`config.mk`:
```
export PLATFORM = sky130hd
export DESIGN_NAME = fractal_dispatcher
export DESIGN_NICKNAME = d
export VERILOG_FILES = /design/src/rtl/fractal_dispatcher.sv
export SDC_FILE = /design/constraint.sdc
export NUM_CORES = 2
export LEC_CHECK = 0
export ABC_AREA = 1
export BUFFER_PORTS_ARGS = -buffer_cell sky130_fd_sc_hd__buf_2
export CAP_MARGIN = 20
export CORE_AREA = 5 5 398 400
export CTS_CLUSTER_SIZE = 14
export DETAILED_ROUTE_END_ITERATION = 7
export DIE_AREA = 0 0 403 405
export GPL_TIMING_DRIVEN = 0
export PLACE_DENSITY = 0.52
export SLEW_MARGIN = 20
export SYNTH_ARGS = -nofsm -noshare
export SYNTH_HDL_FRONTEND = slang
export SYNTH_SLANG_ARGS = --single-unit
```
`constraint.sdc`:
```
create_clock -name clk_i -period 2.9 [get_ports clk_i]
set_input_delay 0.87 -clock clk_i [delete_from_list [all_inputs] [get_ports clk_i]]
set_output_delay 0.87 -clock clk_i [all_outputs]
set_load 0.005 [all_outputs]
```
`src/rtl/fractal_dispatcher.sv`:
```
`default_nettype none
// ============================================================================
// Module   : fractal_dispatcher
// Purpose  : Walks an X_SIZE x Y_SIZE frame, issues per-pixel complex start
//            points round-robin to CORE_COUNT iteration cores, collects the
//            results in issue (raster) order, colour-maps them and presents
//            them as a valid/ready pixel stream with SOF/EOL flags.
// Options  : FRACTAL_PALETTE_EN - 3/3/2-bit palette instead of greyscale.
// Revision : 1.0 - initial release
// ============================================================================
module fractal_dispatcher #(
  parameter int X_SIZE         = 640,
  parameter int Y_SIZE         = 480,
  parameter int CORE_COUNT     = 9,
  parameter int DATA_WIDTH     = 32,
  parameter int MAX_ITER_WIDTH = 16
) (
  input  logic                               clk_i,
  input  logic                               rst_i,
  input  logic                               enable_i,
  input  logic                               cfg_julia_i,
  input  logic [DATA_WIDTH-1:0]              cfg_x0_i,
  input  logic [DATA_WIDTH-1:0]              cfg_y0_i,
  input  logic [DATA_WIDTH-1:0]              cfg_step_i,
  input  logic [DATA_WIDTH-1:0]              cfg_cx_i,
  input  logic [DATA_WIDTH-1:0]              cfg_cy_i,
  input  logic [MAX_ITER_WIDTH-1:0]          cfg_max_iter_i,
  output logic [CORE_COUNT-1:0]              core_start_o,
  output logic [CORE_COUNT*DATA_WIDTH-1:0]   core_x0_o,
  output logic [CORE_COUNT*DATA_WIDTH-1:0]   core_y0_o,
  output logic                               core_julia_o,
  output logic [DATA_WIDTH-1:0]              core_cx_o,
  output logic [DATA_WIDTH-1:0]              core_cy_o,
  output logic [MAX_ITER_WIDTH-1:0]          core_max_iter_o,
  input  logic [CORE_COUNT-1:0]              core_done_i,
  input  logic [CORE_COUNT*MAX_ITER_WIDTH-1:0] core_iter_i,
  output logic [7:0]                         pix_r_o,
  output logic [7:0]                         pix_g_o,
  output logic [7:0]                         pix_b_o,
  output logic                               pix_sof_o,
  output logic                               pix_eol_o,
  output logic                               pix_valid_o,
  input  logic                               pix_ready_i,
  output logic                               frame_done_o,
  output logic                               busy_o
);

  localparam int XW = (X_SIZE > 1) ? $clog2(X_SIZE) : 1;
  localparam int YW = (Y_SIZE > 1) ? $clog2(Y_SIZE) : 1;
  localparam int CW = $clog2(CORE_COUNT);

  typedef enum logic [1:0] {
    IDLE  = 2'd0,
    RUN   = 2'd1,
    DRAIN = 2'd2
  } state_t;

  state_t                    state;
  logic [XW-1:0]             x;
  logic [YW-1:0]             y;
  logic [DATA_WIDTH-1:0]     re;
  logic [DATA_WIDTH-1:0]     im;
  logic [DATA_WIDTH-1:0]     x0_q;
  logic [DATA_WIDTH-1:0]     step_q;
  logic [CW-1:0]             ip;
  logic [CW-1:0]             cp;
  logic [CORE_COUNT-1:0]     busy;
  logic [CORE_COUNT-1:0]     tag_sof;
  logic [CORE_COUNT-1:0]     tag_eol;
  logic [CORE_COUNT-1:0]     tag_last;
  logic                      pix_last;

  logic                      issue_eol;
  logic                      issue_last;
  logic                      can_issue;
  logic                      can_collect;
  logic                      accept;
  logic                      start_frame;
  logic [CORE_COUNT-1:0]     issue_mask;
  logic [CORE_COUNT-1:0]     collect_mask;
  logic [MAX_ITER_WIDTH-1:0] col_iter;
  logic [7:0]                map_r;
  logic [7:0]                map_g;
  logic [7:0]                map_b;

  // Issue/collect decisions and colour mapping of the result under the collect pointer.
  // A core whose start pulse is on the wire this cycle still shows the done level of
  // its previous job, so it is masked out of collection for that one cycle.
  always_comb begin
    issue_eol    = (x == XW'(X_SIZE - 1));
    issue_last   = issue_eol && (y == YW'(Y_SIZE - 1));
    can_issue    = (state == RUN) && !busy[ip];
    accept       = pix_valid_o && pix_ready_i;
    can_collect  = busy[cp] && core_done_i[cp] && !core_start_o[cp] &&
                   (!pix_valid_o || pix_ready_i);
    start_frame  = enable_i && ((state == IDLE) ||
                   ((state == DRAIN) && accept && pix_last));
    issue_mask   = '0;
    collect_mask = '0;
    if (can_issue)   issue_mask[ip]   = 1'b1;
    if (can_collect) collect_mask[cp] = 1'b1;
    col_iter = core_iter_i[cp*MAX_ITER_WIDTH +: MAX_ITER_WIDTH];
`ifdef FRACTAL_PALETTE_EN
    map_r = {col_iter[2:0], 5'b0};
    map_g = {col_iter[5:3], 5'b0};
    map_b = {col_iter[7:6], 6'b0};
`else
    map_r = col_iter[7:0];
    map_g = col_iter[7:0];
    map_b = col_iter[7:0];
`endif
    if (col_iter >= core_max_iter_o) begin
      map_r = 8'd0;
      map_g = 8'd0;
      map_b = 8'd0;
    end
  end

  // Frame sequencer, issue counters, core bookkeeping and the output register.
  always_ff @(posedge clk_i) begin
    if (rst_i) begin
      state           <= IDLE;
      x               <= '0;
      y               <= '0;
      re              <= '0;
      im              <= '0;
      x0_q            <= '0;
      step_q          <= '0;
      ip              <= '0;
      cp              <= '0;
      busy            <= '0;
      tag_sof         <= '0;
      tag_eol         <= '0;
      tag_last        <= '0;
      pix_last        <= 1'b0;
      core_start_o    <= '0;
      core_x0_o       <= '0;
      core_y0_o       <= '0;
      core_julia_o    <= 1'b0;
      core_cx_o       <= '0;
      core_cy_o       <= '0;
      core_max_iter_o <= '0;
      pix_r_o         <= '0;
      pix_g_o         <= '0;
      pix_b_o         <= '0;
      pix_sof_o       <= 1'b0;
      pix_eol_o       <= 1'b0;
      pix_valid_o     <= 1'b0;
      frame_done_o    <= 1'b0;
    end else begin
      core_start_o <= '0;
      frame_done_o <= accept && pix_last;
      busy         <= (busy | issue_mask) & ~collect_mask;

      case (state)
        IDLE:    if (start_frame) state <= RUN;
        RUN:     if (can_issue && issue_last) state <= DRAIN;
        DRAIN:   if (accept && pix_last) state <= enable_i ? RUN : IDLE;
        default: state <= IDLE;
      endcase

      // Configuration is only sampled at a frame boundary
      if (start_frame) begin
        core_julia_o    <= cfg_julia_i;
        core_cx_o       <= cfg_cx_i;
        core_cy_o       <= cfg_cy_i;
        core_max_iter_o <= cfg_max_iter_i;
        x0_q            <= cfg_x0_i;
        step_q          <= cfg_step_i;
        re              <= cfg_x0_i;
        im              <= cfg_y0_i;
        x               <= '0;
        y               <= '0;
      end else if (can_issue) begin
        core_start_o[ip]                         <= 1'b1;
        core_x0_o[ip*DATA_WIDTH +: DATA_WIDTH]   <= re;
        core_y0_o[ip*DATA_WIDTH +: DATA_WIDTH]   <= im;
        tag_sof[ip]  <= (x == '0) && (y == '0);
        tag_eol[ip]  <= issue_eol;
        tag_last[ip] <= issue_last;
        ip <= (ip == CW'(CORE_COUNT - 1)) ? '0 : ip + 1'b1;
        if (issue_eol) begin
          x  <= '0;
          re <= x0_q;
          y  <= y + 1'b1;
          im <= im - step_q;
        end else begin
          x  <= x + 1'b1;
          re <= re + step_q;
        end
      end

      if (can_collect) begin
        pix_valid_o <= 1'b1;
        pix_r_o     <= map_r;
        pix_g_o     <= map_g;
        pix_b_o     <= map_b;
        pix_sof_o   <= tag_sof[cp];
        pix_eol_o   <= tag_eol[cp];
        pix_last    <= tag_last[cp];
        cp <= (cp == CW'(CORE_COUNT - 1)) ? '0 : cp + 1'b1;
      end else if (accept) begin
        pix_valid_o <= 1'b0;
      end
    end
  end

  assign busy_o = (|busy) || (state != IDLE) || pix_valid_o;

endmodule
`default_nettype wire

```
==> out/summary.log <==
INFO  power_and_ir_drop p_switching=12.0mW
INFO  logic_synthesis yosys_register_bits=872
INFO  global_routing grt-ovfl-total=0
INFO  clock_tree     cts_sinks=872
INFO  setup_path     timing.critical_path.slowest_stage_cell=dfxtp_4
INFO  job            timing.max_cap.violations=0
INFO  logic_synthesis gate_count_post_synth=5775
INFO  sta            grt_setup_unrepaired=true
INFO  placed_design  hpwlAfterDp=202000µm
INFO  sta            timing.final.max_slew_violations=0
INFO  sta            max-slew-margin-rel=0.240
INFO  placed_design  preCtsSetupSlack=-2130ps
INFO  power_and_ir_drop p_seq_frac=0.372
INFO  power_and_ir_drop p_leak=24.3nW
INFO  logic_synthesis ys.flop_type=dfxtp_1
INFO  die            num_rows=145
INFO  logic_synthesis synth_area=0.0399mm²
INFO  global_routing antenna_violations_before_repair=50
INFO  detailed_routing via_per_inst=5.06
INFO  setup_path     crit_path_cell_trace=inv_2 -> buf_8 -> buf_8 -> ha_4 -> inv_1 -> nor2_1 -> nor2_4 -> inv_2 -> nor3_2 -> nand2_2 -> clkbuf_2 -> o21ai_0 -> a21oi_1
INFO  status         status=finished clean
INFO  cells_and_area final_core_utilization=0.341
INFO  sta            timing_worst_slew_pin_value=1140ps
INFO  detailed_routing routed_wl=250000µm
INFO  detailed_routing ant_nets_after_route=0
INFO  cells_and_area area_growth_syn_to_layout=32.3%
INFO  detailed_routing route.vias.total=46100
INFO  clock_tree     postCtsHoldBufs=0
INFO  die            dieArea=0.163mm²
INFO  setup_path     worstPathBufferInverterCount=6
INFO  global_routing grt_pass1_wl=336000µm
INFO  cells_and_area layoutNonFillerInstCount=9105
INFO  setup_path     cp_top_family=buffers and inverters
INFO  sta            fmaxAchievable=354MHz
INFO  die            count_of_boundary_i_o_pins=1029
INFO  power_and_ir_drop clkPwrFrac=0.400
INFO  hold_path      min-delay-path-class=in -> reg
INFO  power_and_ir_drop netSwitchingFraction=0.345
INFO  cells_and_area final.fill_count=17100
INFO  clock_tree     cts_tree=built
INFO  detailed_routing drt_drc_violations_left=0
INFO  global_routing grt_start_max_net_pins=20
INFO  placed_design  numPlacedInstances=8865
INFO  setup_path     cp-end-kind=flip-flop
INFO  detailed_routing routed_wire_length_per_instance=27.5µm
INFO  die            die_w=403µm
INFO  setup_path     cp_slowest_stage_delay=430ps
INFO  sta            hold_viol_final=0
INFO  clock_tree     cts.root.buffer_cell=clkbuf_16
INFO  die            chipHeight=405µm
INFO  logic_synthesis synth-async-reset-ratio=0
INFO  clock_tree     ctsHtreeMaxLevel=3
INFO  logic_synthesis number_of_enable_flip_flop_cells_after_synthesis=0
INFO  cells_and_area final_design_area_excluding_fillers=0.0529mm²
INFO  power_and_ir_drop cell_internal_power=22.8mW
INFO  placed_design  port_buffers=1027
INFO  sta            timing.hold.ws=396ps
INFO  sta            final-setup-viol-count=0
INFO  setup_path     worst-path-max-fanout=11
INFO  setup_path     arrival=3410ps
INFO  sta            finalWorstPathRequiredPeriod=2820ps
INFO  die            initial_core_util=0.258
INFO  logic_synthesis synth-warning-count=0
INFO  placed_design  placed_area=0.0478mm²
INFO  clock_tree     clk-insertion-delay-late=760ps
INFO  power_and_ir_drop p_per_area=658mW/mm²
INFO  cells_and_area drive_gt1_frac=0.226
INFO  setup_path     crit_path_start_kind=flip-flop
INFO  global_routing number_of_global_route_vias_before_repair=42800
INFO  global_routing aggregate_global_route_resource_usage=0.289
INFO  logic_synthesis syn_nets=6203
INFO  sta            post-route-period-util=0.973
INFO  logic_synthesis synth_cell_types=46
INFO  sta            skew=68.3ps
INFO  placed_design  routabilityCongestion=0.957
INFO  sta            post-route-worst-setup-slack=78.2ps
INFO  power_and_ir_drop portion_of_total_power_attributed_to_combinational_logic=0.228
INFO  cells_and_area layout.nets=7378
INFO  setup_path     crit_required=3490ps
INFO  logic_synthesis synth_sequential_area_ratio=0.437
INFO  detailed_routing detail_route.first_pass.iterations=6
INFO  clock_tree     number_of_buffers_created_by_cts=102
INFO  die            design.core.area=0.155mm²
INFO  detailed_routing detailedRoute.firstIterationViolations=4650
INFO  setup_path     path_class=reg -> reg
INFO  power_and_ir_drop ir_drop=470µV
INFO  clock_tree     max-clock-path-buffers=3
INFO  clock_tree     clk_transition_reported_paths=60ps
INFO  logic_synthesis post_synthesis_area_per_instance=6.92µm²
worst reg2reg max path: stages (launching register included):
cell	delay [ps]
dfxtp_4	430
inv_2	70
buf_8	170
buf_8	180
ha_4	180
inv_1	60
nor2_1	60
nor2_4	200
inv_2	140
nor3_2	160
nand2_2	200
clkbuf_2	370
o21ai_0	370
a21oi_1	80
through the flow:
stage / TNS (ps) / total power, mW
after global placement: -998850 / 20.4
after detailed placement: -1004100 / 20.5
after global routing: -168 / 36.0
after floorplan: 0 / 16.9
final: 0 / 34.8
after CTS: -1260 / 34.6
cells in the mapped netlist, types with 7 or more instances:
cell type | count | area share
nand4_1 | 80 | 0.013
inv_2 | 15 | 0.0014
o211ai_1 | 8 | 0.0015
ha_1 | 92 | 0.029
o22ai_1 | 42 | 0.0066
inv_1 | 455 | 0.043
o31ai_1 | 8 | 0.0015
nor4_1 | 9 | 0.0014
buf_2 | 62 | 0.0078
buf_1 | 18 | 0.0017
a221oi_1 | 16 | 0.0035
dfxtp_1 | 872 | 0.44
or2_2 | 8 | 0.0013
a31oi_1 | 13 | 0.0020
o21bai_1 | 7 | 0.0013
buf_4 | 30 | 0.0056
nand3_1 | 240 | 0.030
nor2_1 | 1125 | 0.11
a21oi_1 | 538 | 0.067
xor2_1 | 28 | 0.0061
clkbuf_1 | 292 | 0.027
nor3_1 | 272 | 0.034
nand2_1 | 811 | 0.076
o21ai_0 | 681 | 0.085
flip-flops by register name, summed over array words and instances (netlist names), 16 cells and up:
register         flops
core_cy_o           32
step_q              32
core_y0_o          288
core_max_iter_o     16
core_cx_o           32
im                  32
x0_q                32
re                  32
core_x0_o          288
layout make-up:
cell class	instances	area, µm²	share of cell area
multi-input combinational	4025	19600	0.370
antenna	13	32.5	0.000615
sequential	872	17500	0.331
clock buffer	142	2880	0.0545
timing repair buffer	1076	5590	0.106
buffer	397	2230	0.0421
tap	2058	2570	0.0487
clock inverter	46	703	0.0133
inverter	476	1820	0.0345
worst paths after layout:
check               start              to  slack, ps  cells past startpoint
max                 ip[0]  core_y0_o[125]         80                     13
min          cfg_x0_i[27]        x0_q[27]        400                      3
max reg2reg         ip[0]  core_y0_o[125]         80                     13
min reg2reg    tag_sof[1]      tag_sof[1]        450                      2
layout by cell type, fill, tap and decap left out, types with 13 or more instances in the layout:
| cell type | n |
|---|---|
| a21oi_1 | 536 |
| a31oi_1 | 13 |
| buf_2 | 1082 |
| buf_4 | 79 |
| buf_6 | 19 |
| clkbuf_1 | 196 |
| clkbuf_16 | 107 |
| clkbuf_2 | 73 |
| clkbuf_4 | 16 |
| clkbuf_8 | 19 |
| clkinv_2 | 16 |
| dfxtp_1 | 867 |
| diode_2 | 13 |
| ha_1 | 88 |
| inv_1 | 446 |
| inv_2 | 19 |
| nand2_1 | 804 |
| nand3_1 | 234 |
| nand4_1 | 80 |
| nor2_1 | 1108 |
| nor2_2 | 14 |
| nor3_1 | 266 |
| o21ai_0 | 649 |
| o21ai_1 | 24 |
| o22ai_1 | 25 |
| o22ai_2 | 17 |
| xor2_1 | 28 |
power groups by stage:
| stage | clock (mW) | combinational, mW | sequential, mW |
|---|---|---|---|
| global route | 14.6 | 8.48 | 13.0 |
| CTS | 14.1 | 7.54 | 12.9 |
| global placement | 0 | 7.23 | 13.2 |
| detailed placement | 0 | 7.27 | 13.2 |
| finish | 13.9 | 7.92 | 13.0 |
| floorplan | 0 | 3.97 | 12.9 |
layer usage:
layer	share of wire	vias up	global-route usage
li1	-	21400	-
met1	0.43	22100	0.384
met2	0.44	2213	0.457
met3	0.087	430	0.0643
met4	0.046	16	0.116
met5	0.00038	-	0
kinds of logic after synthesis:
logic type      after synthesis  synth area share
simple gates               2569             0.266
compound gates             1325             0.171
buf+inv                     878            0.0873
flops                       872             0.437
fa+ha+maj                    94            0.0298
xor+xnor                     32           0.00702
mux                           5           0.00125
repair_timing:
item,CTS,global route
pin swaps,11,34
buffers inserted,14,28
endpoints found under the setup margin,800,429
gates resized for setup,239,209
gates cloned,0,2
Power figures use the tool's default switching activity.
